[config.mk]
export PLATFORM = sky130hd
export DESIGN_NAME = demo_sequencer
export DESIGN_NICKNAME = d
export VERILOG_FILES = /design/src/rtl/demo_pkg.sv /design/src/rtl/demo_voice_expand.sv /design/src/rtl/demo_sequencer.sv
export SDC_FILE = /design/constraint.sdc
export NUM_CORES = 1
export LEC_CHECK = 0
export BUFFER_PORTS_ARGS = -buffer_cell sky130_fd_sc_hd__buf_4
export CAP_MARGIN = 20
export CELL_PAD_IN_SITES_DETAIL_PLACEMENT = 1
export CELL_PAD_IN_SITES_GLOBAL_PLACEMENT = 2
export CORE_AREA = 2 2 193 195
export DETAILED_ROUTE_END_ITERATION = 6
export DIE_AREA = 0 0 195 197
export PLACE_DENSITY = 0.75
export SYNTH_ARGS = -nofsm -noshare
export SYNTH_HDL_FRONTEND = slang
export SYNTH_SLANG_ARGS = --single-unit
[constraint.sdc]
create_clock -name clk -period 7.4 [get_ports clk]
set_clock_uncertainty 0.15 [all_clocks]
set_input_delay 1.11 -clock clk [delete_from_list [all_inputs] [get_ports clk]]
set_output_delay 1.11 -clock clk [all_outputs]
set_load 0.01 [all_outputs]
[src/rtl/demo_pkg.sv]
// Shared types and voice-word layout for the demo song sequencer.
package demo_pkg;

  localparam int VOICE_W   = 16;
  localparam int PITCH_LSB = 4;
  localparam int VOL_LSB   = 2;
  localparam int WAVE_LSB  = 0;
  localparam int PITCH_W   = 12;
  localparam int VOL_W     = 2;
  localparam int WAVE_W    = 2;

  typedef enum logic [2:0] {IDLE, FETCH, WAIT, HOLD, DONE} state_t;

  typedef struct packed {
    logic [PITCH_W-1:0] pitch;
    logic [VOL_W-1:0]   vol;
    logic [WAVE_W-1:0]  wave;
  } voice_t;

  function automatic voice_t unpack_voice(input logic [VOICE_W-1:0] word);
    voice_t v;
    v.pitch = word[PITCH_LSB +: PITCH_W];
    v.vol   = word[VOL_LSB +: VOL_W];
    v.wave  = word[WAVE_LSB +: WAVE_W];
    return v;
  endfunction

endpackage

[src/rtl/demo_voice_expand.sv]
// Combinational fan-out of one voice word onto its group of SPREAD synth channels.
module demo_voice_expand
  import demo_pkg::*;
#(
  parameter int C      = 12,
  parameter int SPREAD = 4
) (
  input  voice_t                voice,
  output logic [SPREAD*C-1:0]   pitch,
  output logic [SPREAD*2-1:0]   wave,
  output logic [SPREAD-1:0]     ena
);

  for (genvar gi = 0; gi < SPREAD; gi++) begin : g_chan
    assign pitch[gi*C +: C] = C'(voice.pitch);
    assign wave[gi*2 +: 2]  = voice.wave;
    // Volume code selects how many channels, from the lowest upwards, sound
    assign ena[gi] = (voice.vol == 2'd3) ||
                     ((voice.vol == 2'd2) && (gi < SPREAD/2)) ||
                     ((voice.vol == 2'd1) && (gi == 0));
  end

endmodule

[src/rtl/demo_sequencer.sv]
// Demo song player: steps a song ROM at a programmable tempo and drives the synth channel bank.
module demo_sequencer
  import demo_pkg::*;
#(
  parameter int SONG_LENGTH = 128,
  parameter int NUM         = 25,
  parameter int C           = 12,
  parameter int VOICES      = 6,
  parameter int SPREAD      = 4,
  parameter int ROM_LATENCY = 1,
  parameter int TEMPO_W     = 16
) (
  input  logic                           clk,
  input  logic                           rst_n,
  input  logic                           play,
  input  logic                           stop,
  input  logic                           loop_mode,
  input  logic [TEMPO_W-1:0]             tempo_div,
  output logic [$clog2(SONG_LENGTH)-1:0] rom_addr,
  output logic                           rom_en,
  input  logic [VOICES*VOICE_W-1:0]      rom_data,
  output logic [NUM*C-1:0]               demo_pitches,
  output logic [NUM*2-1:0]               demo_waveforms,
  output logic [NUM-1:0]                 demo_channel_ena,
  output logic                           playing,
  output logic                           song_done
);

  localparam int AW     = $clog2(SONG_LENGTH);
  localparam int WW     = $clog2(ROM_LATENCY + 1);
  localparam int MINLEN = ROM_LATENCY + 2;
  localparam int CW     = ((TEMPO_W > $clog2(MINLEN + 1)) ? TEMPO_W : $clog2(MINLEN + 1)) + 1;
  localparam int USED   = VOICES * SPREAD;
  localparam logic [AW-1:0] LAST = AW'(SONG_LENGTH - 1);

  state_t            state;
  logic [WW-1:0]     wait_cnt;
  logic [CW-1:0]     hold_cnt;
  logic [CW-1:0]     step_len;
  logic [CW-1:0]     hold_len;
  logic [NUM*C-1:0]  pitch_exp;
  logic [NUM*2-1:0]  wave_exp;
  logic [NUM-1:0]    ena_exp;

  // HOLD covers whatever is left of the step after the FETCH and WAIT cycles
  always_comb begin
    step_len = (CW'(tempo_div) > CW'(MINLEN)) ? CW'(tempo_div) : CW'(MINLEN);
    hold_len = step_len - CW'(ROM_LATENCY + 1);
  end

  for (genvar gi = 0; gi < VOICES; gi++) begin : g_voice
    voice_t voice;
    assign voice = unpack_voice(rom_data[gi*VOICE_W +: VOICE_W]);
    demo_voice_expand #(.C(C), .SPREAD(SPREAD)) u_expand (
      .voice (voice),
      .pitch (pitch_exp[(VOICES-1-gi)*SPREAD*C +: SPREAD*C]),
      .wave  (wave_exp[(VOICES-1-gi)*SPREAD*2 +: SPREAD*2]),
      .ena   (ena_exp[(VOICES-1-gi)*SPREAD +: SPREAD])
    );
  end

  if (USED < NUM) begin : g_unused
    assign pitch_exp[NUM*C-1:USED*C] = '0;
    assign wave_exp[NUM*2-1:USED*2]  = '0;
    assign ena_exp[NUM-1:USED]       = '0;
  end

  always_ff @(posedge clk or negedge rst_n) begin
    if (!rst_n) begin
      state            <= IDLE;
      rom_addr         <= '0;
      rom_en           <= 1'b0;
      wait_cnt         <= '0;
      hold_cnt         <= '0;
      demo_pitches     <= '0;
      demo_waveforms   <= '0;
      demo_channel_ena <= '0;
      playing          <= 1'b0;
      song_done        <= 1'b0;
    end else begin
      song_done <= 1'b0;
      if (stop) begin
        state            <= IDLE;
        rom_addr         <= '0;
        rom_en           <= 1'b0;
        demo_pitches     <= '0;
        demo_waveforms   <= '0;
        demo_channel_ena <= '0;
        playing          <= 1'b0;
      end else begin
        case (state)
          IDLE: begin
            if (play) begin
              state   <= FETCH;
              rom_en  <= 1'b1;
              playing <= 1'b1;
            end
          end
          FETCH: begin
            rom_en   <= 1'b0;
            wait_cnt <= WW'(ROM_LATENCY - 1);
            hold_cnt <= hold_len;
            state    <= WAIT;
          end
          WAIT: begin
            if (wait_cnt == '0) begin
              demo_pitches     <= pitch_exp;
              demo_waveforms   <= wave_exp;
              demo_channel_ena <= ena_exp;
              state            <= HOLD;
            end else begin
              wait_cnt <= wait_cnt - WW'(1);
            end
          end
          HOLD: begin
            if (play) begin
              if (hold_cnt <= CW'(1)) begin
                if (rom_addr != LAST) begin
                  rom_addr <= rom_addr + AW'(1);
                  rom_en   <= 1'b1;
                  state    <= FETCH;
                end else if (loop_mode) begin
                  rom_addr <= '0;
                  rom_en   <= 1'b1;
                  state    <= FETCH;
                end else begin
                  rom_addr         <= '0;
                  demo_pitches     <= '0;
                  demo_waveforms   <= '0;
                  demo_channel_ena <= '0;
                  playing          <= 1'b0;
                  song_done        <= 1'b1;
                  state            <= DONE;
                end
              end else begin
                hold_cnt <= hold_cnt - CW'(1);
              end
            end
          end
          DONE: begin
            if (!play) state <= IDLE;
          end
          default: state <= IDLE;
        endcase
      end
    end
  end

endmodule

* After elaboration in Yosys (flattened, before gate mapping)
Cells that the tools add are included.
Operators by class: add/sub/neg operators 4, magnitude comparators 2, equality and inequality tests 33, muxes and demuxes 60, bitwise gates (word level) 1, reduce and logical (&&, ||, !) cells 28
Operator list (number):
- 2-to-1 mux 300 bit | 6
- one-hot mux 300 bit (2 select lines) | 1
- 2-to-1 mux 50 bit | 6
- 2-to-1 mux 25 bit | 6
- one-hot mux 50 bit (2 select lines) | 1
- one-hot mux 25 bit (2 select lines) | 1
- 2-to-1 mux 7 bit | 5
- 2-to-1 mux 17 bit | 2
- one-hot mux 17 bit (2 select lines) | 1
- equality test 2 bit (second input constant) | 12
- 2-to-1 mux 3 bit | 8
- != test 3 bit (second input constant) | 7
- 2-to-1 mux 1 bit | 18
- <= comparator 17 x 1 -> 1 bit (second input constant) | 1
- subtractor 16 x 2 -> 17 bit (second input constant) | 1
- subtractor 17 x 1 -> 17 bit (second input constant) | 1
- greater-than comparator 16 x 2 -> 1 bit (second input constant) | 1
- 2-to-1 mux 16 bit | 1
- one-hot mux 3 bit (5 select lines) | 1
- equality test 2 x 1 -> 1 bit (second input constant) | 6
- logical OR 1 bit | 12
- AND reduction 6 bit | 2
- AND reduction 5 bit | 2
- nonzero test 2 bit | 5
- other kinds (17) | 21
Word-level totals: bits in registers 406, bits of input ports 117, logic and storage cells 138

* Longest topological paths before layout
Gate-level depths: netlist of run 1.
depth in word-level cells 6, depth in mapped cells 11, depth with buffers taken out 9

* Modules after synthesis
From an unflattened synthesis of run 1, not the netlist that was laid out.
Unflattened totals: cells, all modules 1453, area total of the unflattened synthesis 17719.5 µm²
By module, submodules not included:
- demo_sequencer | times used 1, cells an instance 1093, area each 15046.9 µm²
- demo_voice_expand | times used 6, cells an instance 60, area each 445.4 µm²

* Worst setup path before layout of run 1
Ideal clock, no wire load.
path type input port to flip-flop, from input port tempo_div[8], to register hold_cnt[11], data arrival time 3353 ps, required time 7173 ps, slack 3820 ps, stages 11, buffers on the path 2, path through or4_1 -> clkbuf_1 -> nor4_1 -> nor2_1 -> ha_1 -> or3b_2 -> clkbuf_1 -> nor4_1 -> xnor2_1 -> a32o_1 -> a21oi_1
Between the ends: longest elaborated chain between the ends 4
Ends and longest elaborated chain:
- from (decl) | line demo_sequencer.sv:18 | input logic [TEMPO_W-1:0] tempo_div,
- greater-than comparator 16 x 2 -> 1 bit | line demo_sequencer.sv:47 | step_len = (CW'(tempo_div) > CW'(MINLEN)) ? CW'(tempo_div) : CW'(MINLEN);
- 2-to-1 mux 16 bit * | line demo_sequencer.sv:47
- subtractor 16 x 2 -> 17 bit * | line demo_sequencer.sv:48 | hold_len = step_len - CW'(ROM_LATENCY + 1);
- one-hot mux 17 bit (2 select lines) * | line demo_sequencer.sv:91 | case (state)
- to (signal assigned) | line demo_sequencer.sv:102 | hold_cnt <= hold_len;
- to (signal assigned) | line demo_sequencer.sv:136 | hold_cnt <= hold_cnt - CW'(1);
- to (decl) | line demo_sequencer.sv:38 | logic [CW-1:0] hold_cnt;
Every way passes the cells marked *; elsewhere a longest branch is shown, timed or not. A chain may end at the register's enable or synchronous reset.

* Worst setup path after layout of run 1
Same ends and word-level chain as after synthesis.

==> results of run 1 <==
## flip-flops by register name (all words and copies together), names as in the netlist
signal,flops
demo_pitches,72
demo_channel_ena,18
hold_cnt,17
demo_waveforms,12
rom_addr,7
state,3
playing,1
rom_en,1
song_done,1
## logic make-up (layout without fill, tap and decap cells)
logic type | after synthesis | after routing | synth area share
AO/OA/AOI/OAI | 179 | 179 | 0.178
XOR/XNOR | 11 | 11 | 0.0123
adder cells (fa/ha/maj) | 4 | 4 | 0.00641
buffers and inverters | 318 | 532 | 0.293
flip-flops | 132 | 132 | 0.423
multiplexers | 3 | 3 | 0.00401
other | 1 | 15 | 0.000481
AND/OR/NAND/NOR | 118 | 118 | 0.0823
## worst max-delay path: stages
cell and delay [ns]:
buf_4 0.11, or4_1 0.70, nor4_1 0.48, nor2_1 0.12, ha_1 0.23, or3b_2 0.29, nor4_1 0.08, xnor2_1 0.14
a32o_1 0.21, a21oi_1 0.14
## synthesized netlist by cell type (2+ instances only)
cell / n
nor3_1: 12
or4_1: 5
o21ai_0: 24
buf_4: 274
dfrtp_1: 132
a22o_1: 92
a32o_1: 8
xnor2_1: 7
nand3b_1: 2
a22oi_1: 3
nand4_1: 4
o31ai_1: 4
or3_1: 8
ha_1: 4
inv_1: 7
buf_2: 3
mux2i_1: 2
clkbuf_1: 26
nand3_1: 12
xor2_1: 4
nor4b_1: 2
nor4_1: 16
a21oi_1: 19
a31oi_1: 3
a31o_2: 2
a211oi_1: 2
and3_1: 3
nand2_1: 13
nor2_1: 31
nand2b_1: 3
o2bb2ai_1: 7
buf_6: 8
o21bai_1: 2
nor3b_1: 2
## metrics by stage
step | power (mW) | std cells | setup WS [ns] | area, sq um | utilization
2_1_floorplan | 1.18 | 780 | 3.82 | 7860 | -
3_3_place_gp | 1.37 | 1430 | 3.54 | 9910 | 0.273
3_5_place_dp | 1.38 | 1430 | 3.50 | 9910 | 0.273
4_1_cts | 2.29 | 1462 | 3.96 | 10500 | 0.290
5_1_grt | 2.37 | 1462 | 3.71 | 10500 | 0.290
6_report | 2.25 | 1462 | 3.96 | 10500 | 0.290
## final timing paths
| check | end | startpoint | slack, ns | cells past startpoint |
|---|---|---|---|---|
| min in group asynchronous | rom_addr[0] | rst_n | 0.55 | 1 |
| max | hold_cnt[11] | tempo_div[8] | 3.96 | 10 |
| min | demo_channel_ena[4] | demo_channel_ena[4] | 0.34 | 1 |
| min reg2reg | demo_channel_ena[4] | demo_channel_ena[4] | 0.34 | 1 |
| max in group asynchronous | demo_pitches[279] | rst_n | 5.28 | 2 |
| max reg2reg | demo_pitches[188] | hold_cnt[5] | 4.53 | 6 |
## routing by layer
layer | track usage | vias to the layer above | part of all wire
met2 | 0.245 | 213 | 0.53
met1 | 0.171 | 3127 | 0.41
met5 | 0 | - | 0
li1 | - | 2859 | -
met3 | 0.0366 | 10 | 0.056
met4 | 0.0297 | 0 | 0.0060
## power by group through the flow
stage / Sequential [mW] / Combinational, mW / Clock [mW]
6_report: 0.872 / 0.483 / 0.892
4_1_cts: 0.872 / 0.492 / 0.929
5_1_grt: 0.884 / 0.525 / 0.960
3_3_place_gp: 0.882 / 0.485 / 0
3_5_place_dp: 0.885 / 0.491 / 0
2_1_floorplan: 0.866 / 0.313 / 0
## layout make-up
| type | instances | area share |
|---|---|---|
| Timing Repair Buffer | 493 | 0.352 |
| Sequential cell | 132 | 0.314 |
| Multi-Input combinational cell | 330 | 0.218 |
| Tap cell | 468 | 0.0557 |
| Clock buffer | 18 | 0.0408 |
| Clock inverter | 14 | 0.0168 |
| Inverter | 7 | 0.00250 |
==> flow_metrics.env, run 1 <==
export IMPL_outcome="finished, final reports clean"
export IMPL_drc_errors=0
export IMPL_initial_core_util=0.215
export IMPL_period_minus_slack_ns=3.44
export IMPL_swShare=0.305
export IMPL_grt_pass1_wl_um=40900
export IMPL_final_nets=1102
export IMPL_multiInputGateArea_sq_um=2290
export IMPL_drv_slew=0
export IMPL_synth_seq_cells=132
export IMPL_die_w_um=195
export IMPL_clk_pin_slew_ns=0.06
export IMPL_synth_area_sq_um=7800
export IMPL_antenna_found_initial=0
export IMPL_clkPwrFrac=0.397
export IMPL_clock_fmax_mhz=290
export IMPL_max_slew_margin=0.376
export IMPL_numCtsBuffers=17
export IMPL_startpoint_type="input pin"
export IMPL_pwr_share_seq=0.388
export IMPL_layout_commonest_cell="buf_4"
export IMPL_synthTopCellsByArea="dfrtp_1 42%, buf_4 26%, a22o_1 10%"
export IMPL_cts_buffer_depth=2
export IMPL_antenna_cells=0
export IMPL_synth_edf_count=0
export IMPL_grt_pass1_vias=6074
export IMPL_synth_area_leader_cell="dfrtp_1"
export IMPL_avgSynthCellArea_sq_um=10.2
export IMPL_critPathCaptureType="flop"
export IMPL_hold_path_class="flop to flop"
export IMPL_fillers=4135
export IMPL_ff_latch_area_sq_um=3300
export IMPL_viasPerCell=4.25
export IMPL_clk_latency_ns=0.42
export IMPL_cts_tree="yes"
export IMPL_routedWlPerCell_um=19.0
export IMPL_grt_usage=0.139
export IMPL_synth_main_ff_cell="dfrtp_1"
export IMPL_yosysSeqAreaShare=0.423
export IMPL_dp_hpwl_um=21100
export IMPL_setup_viol=0
export IMPL_crit_type="input pin to flop"
export IMPL_io_pins=502
export IMPL_grt_max_degree=74
export IMPL_synthArstFlopShare=1.00
export IMPL_cts_resized=0
export IMPL_arrival_ns=3.64
export IMPL_cp_required_ns=7.59
export IMPL_critPathMaxFanout=10
export IMPL_maxCapViolations=0
export IMPL_rsz0062_at_grt="no"
export IMPL_synthCells=766
export IMPL_max_slew_worst_pin_slew_ns=0.933
export IMPL_die_h_um=197
export IMPL_postCtsSetupBuffers=0
export IMPL_cts_num_sinks=132
export IMPL_power_density_nw_per_um2=214
export IMPL_syn_to_final_growth_pct=34.8
export IMPL_yosys_area_top_type_share=0.423
export IMPL_core_area_sq_um=36300
export IMPL_drtIter0Drc=253
export IMPL_hold_viol_final=0
export IMPL_finalSetupTns_ns=0
export IMPL_period_share=0.465
export IMPL_ant_nets=0
export IMPL_hold_ws_ns=0.341
export IMPL_combPwrFrac=0.215
export IMPL_p_leak_nw=5.43
export IMPL_synth_cell_types=54
export IMPL_hold_buffers=0
export IMPL_drive_above_1_share=0.538
export IMPL_portBuffers=486
export IMPL_dr_pass1_iters=4
export IMPL_ir_drop_mv=0.145
export IMPL_rows=70
export IMPL_cts_max_level=4
export IMPL_num_vias=6209
export IMPL_final_cell_mix="492 x buf_4, 132 x dfrtp_1, 92 x a22o_1"
export IMPL_wirelength_um=27700
export IMPL_netSwitchingPower_uw=685
export IMPL_intPower_mw=1.56
export IMPL_root_buffer="clkbuf_16"
export IMPL_yosysWarnings=0
export IMPL_dieArea_sq_um=38400
export IMPL_globalRouteOverflowTotal=0
export IMPL_gp_congestion=0.792
No activity file was read; power rests on OpenSTA's default activity.
==> run 2: changes to the inputs <==
--- a/config.mk
+++ b/config.mk
@@ -9,10 +9,10 @@
 export CAP_MARGIN = 20
 export CELL_PAD_IN_SITES_DETAIL_PLACEMENT = 1
 export CELL_PAD_IN_SITES_GLOBAL_PLACEMENT = 2
-export CORE_AREA = 2 2 193 195
+export CORE_AREA = 2 2 195 197
 export DETAILED_ROUTE_END_ITERATION = 6
-export DIE_AREA = 0 0 195 197
-export PLACE_DENSITY = 0.75
+export DIE_AREA = 0 0 197 199
+export PLACE_DENSITY = 0.73
 export SYNTH_ARGS = -nofsm -noshare
 export SYNTH_HDL_FRONTEND = slang
 export SYNTH_SLANG_ARGS = --single-unit
==> constraint.sdc (replaced) <==
create_clock -name clk -period 3.3 [get_ports clk]
set_clock_uncertainty 0.15 [all_clocks]
set_input_delay 0.495 -clock clk [delete_from_list [all_inputs] [get_ports clk]]
set_output_delay 0.495 -clock clk [all_outputs]
set_load 0.01 [all_outputs]
==> run 2 against run 1 <==
Net effect:
- utilization fell by 0.34 points
- die area up 2.1%
- global-route usage shrank 0.33 points
- via count is 0.16% higher
- design area is 1.2% higher
- clock power rose by 130%
- critical path depth is 4 lower
- combinational power increased by 130%
- setup slack got worse by 3.5 ns
- sequential cell count is the same
- highest routed layer unchanged
==> flow_metrics.env, run 2 (same netlist as run 1, synthesis figures left out) <==
export IMPL_final_nets=1111
export IMPL_grt_usage=0.136
export IMPL_cts_num_sinks=132
export IMPL_largest_reg_flops=72
export IMPL_num_vias=6219
export IMPL_outcome="finished, final reports clean"
export IMPL_top_register="demo_pitches"
export IMPL_rows=71
export IMPL_dieArea_sq_um=39200
export IMPL_period_share=0.850
export IMPL_pwr_share_seq=0.381
export IMPL_drive_above_1_share=0.541
export IMPL_period_minus_slack_ns=2.80
export IMPL_setup_viol=0
export IMPL_wirelength_um=28200
export IMPL_antenna_cells=0
export IMPL_routedWlPerCell_um=19.1
export IMPL_root_buffer="clkbuf_16"
export IMPL_clk_latency_ns=0.42
export IMPL_postCtsSetupBuffers=0
export IMPL_critPathCaptureType="flop"
export IMPL_cts_resized=0
export IMPL_arrival_ns=2.95
export IMPL_maxCapViolations=0
export IMPL_combPwrFrac=0.214
export IMPL_numCtsBuffers=17
export IMPL_io_pins=502
export IMPL_final_cell_mix="498 x buf_4, 132 x dfrtp_1, 92 x a22o_1"
export IMPL_p_total_mw=5.14
export IMPL_syn_to_final_growth_pct=36.5
export IMPL_critPathMaxFanout=59
export IMPL_rsz0062_at_grt="no"
export IMPL_swShare=0.301
export IMPL_max_slew_worst_pin_slew_ns=0.961
export IMPL_drv_slew=0
export IMPL_hold_path_class="input pin to flop"
export IMPL_initial_core_util=0.210
export IMPL_viasPerCell=4.21
export IMPL_drc_errors=0
export IMPL_clock_fmax_mhz=357
export IMPL_top_regs="demo_pitches x72, demo_channel_ena x18, hold_cnt x17"
export IMPL_grt_pass1_wl_um=40200
export IMPL_startpoint_type="flop"
export IMPL_core_area_sq_um=37100
export IMPL_cp_required_ns=3.44
export IMPL_clkPwrFrac=0.405
export IMPL_place_area_sq_um=10000
export IMPL_ir_drop_mv=0.313
export IMPL_die_h_um=199
export IMPL_gp_congestion=0.788
export IMPL_crit_type="flop to flop"
export IMPL_cts_tree="yes"
export IMPL_dp_hpwl_um=21800
export IMPL_cts_max_level=4
export IMPL_layout_commonest_cell="buf_4"
export IMPL_dr_pass1_iters=4
export IMPL_ant_nets=0
export IMPL_cts_buffer_depth=2
export IMPL_antenna_found_initial=1
export IMPL_netSwitchingPower_mw=1.55
export IMPL_power_density_nw_per_um2=483
export IMPL_drtIter0Drc=212
export IMPL_fin_area_sq_um=10600
export IMPL_grt_pass1_vias=5971
export IMPL_globalRouteOverflowTotal=0
export IMPL_finalSetupTns_ns=0
export IMPL_die_w_um=197
export IMPL_max_slew_margin=0.358
export IMPL_grt_max_degree=69
export IMPL_p_leak_nw=5.49
export IMPL_clk_pin_slew_ns=0.07
export IMPL_intPower_mw=3.59
export IMPL_hold_viol_final=0
export IMPL_portBuffers=486
-- run 2: changes by cell type in the layout (fill, tap and decap cells not counted), sizes merged --
cell	before	now
buf	493	501
bufinv	3	4
clkinv	2	1
dlygate4sd3	0	1
-- run 2: worst paths after layout --
path                                           start  slack [ns]  depth (start not counted)                   end
min in group asynchronous                      rst_n        0.47                          2           rom_addr[0]
worst min register to register  demo_channel_ena[12]        0.34                          1  demo_channel_ena[12]
worst max-delay path                    hold_cnt[11]        0.50                          6  demo_channel_ena[13]
worst max register to register          hold_cnt[11]        0.50                          6  demo_channel_ena[13]
worst min-delay path                    rom_data[20]        0.14                          2     demo_pitches[228]
max in group asynchronous                      rst_n        1.77                          3  demo_channel_ena[19]
-- run 2: power by group through the flow --
stage / Sequential, mW / Combinational [mW] / Clock (mW)
4_1_cts: 1.96 / 1.12 / 2.15
3_3_place_gp: 1.98 / 1.11 / 0
2_1_floorplan: 1.94 / 0.702 / 0
5_1_grt: 1.99 / 1.20 / 2.23
3_5_place_dp: 1.99 / 1.12 / 0
6_report: 1.96 / 1.10 / 2.08
-- run 2: cell type report --
cell class	count	area (sq um)
timing repair buffer	502	3800
clock inverter	14	201
sequential	132	3300
inverter	7	26.3
clock buffer	18	429
multi-input combinational	330	2290
tap	474	593
fill	4276	26500
-- run 2: routing by layer --
layer | global-route usage | up-vias | routed length, um
met5 | 0 | - | 0
met4 | 0.0234 | 0 | 142
met3 | 0.0336 | 8 | 1510
met2 | 0.246 | 195 | 15300
met1 | 0.165 | 3135 | 11300
li1 | - | 2881 | -
-- run 2: critical path, cell delays in order, from the launching register on --
cell and delay [ns]:
dfrtp_1 0.42, or4_4 0.59, nand3b_4 0.24, o31ai_1 0.42, a31oi_4 0.13, buf_4 0.33
a22o_1 0.33
-- run 2: timing repair --
action,CTS,global route
endpoints found under the hold margin,52,0
hold buffers,1,0
endpoints found under the setup margin,0,0
-- run 2: through the flow --
step                      hold slack (ns)   util  std cells  setup WS, ns
after floorplan                    0.0494      -        780         0.335
after global placement              0.328  0.269       1444         0.286
after detailed placement            0.328  0.269       1444         0.239
after CTS                           0.111  0.287       1477         0.474
after global routing                0.115  0.287       1477         0.373
final                               0.140  0.287       1477         0.496
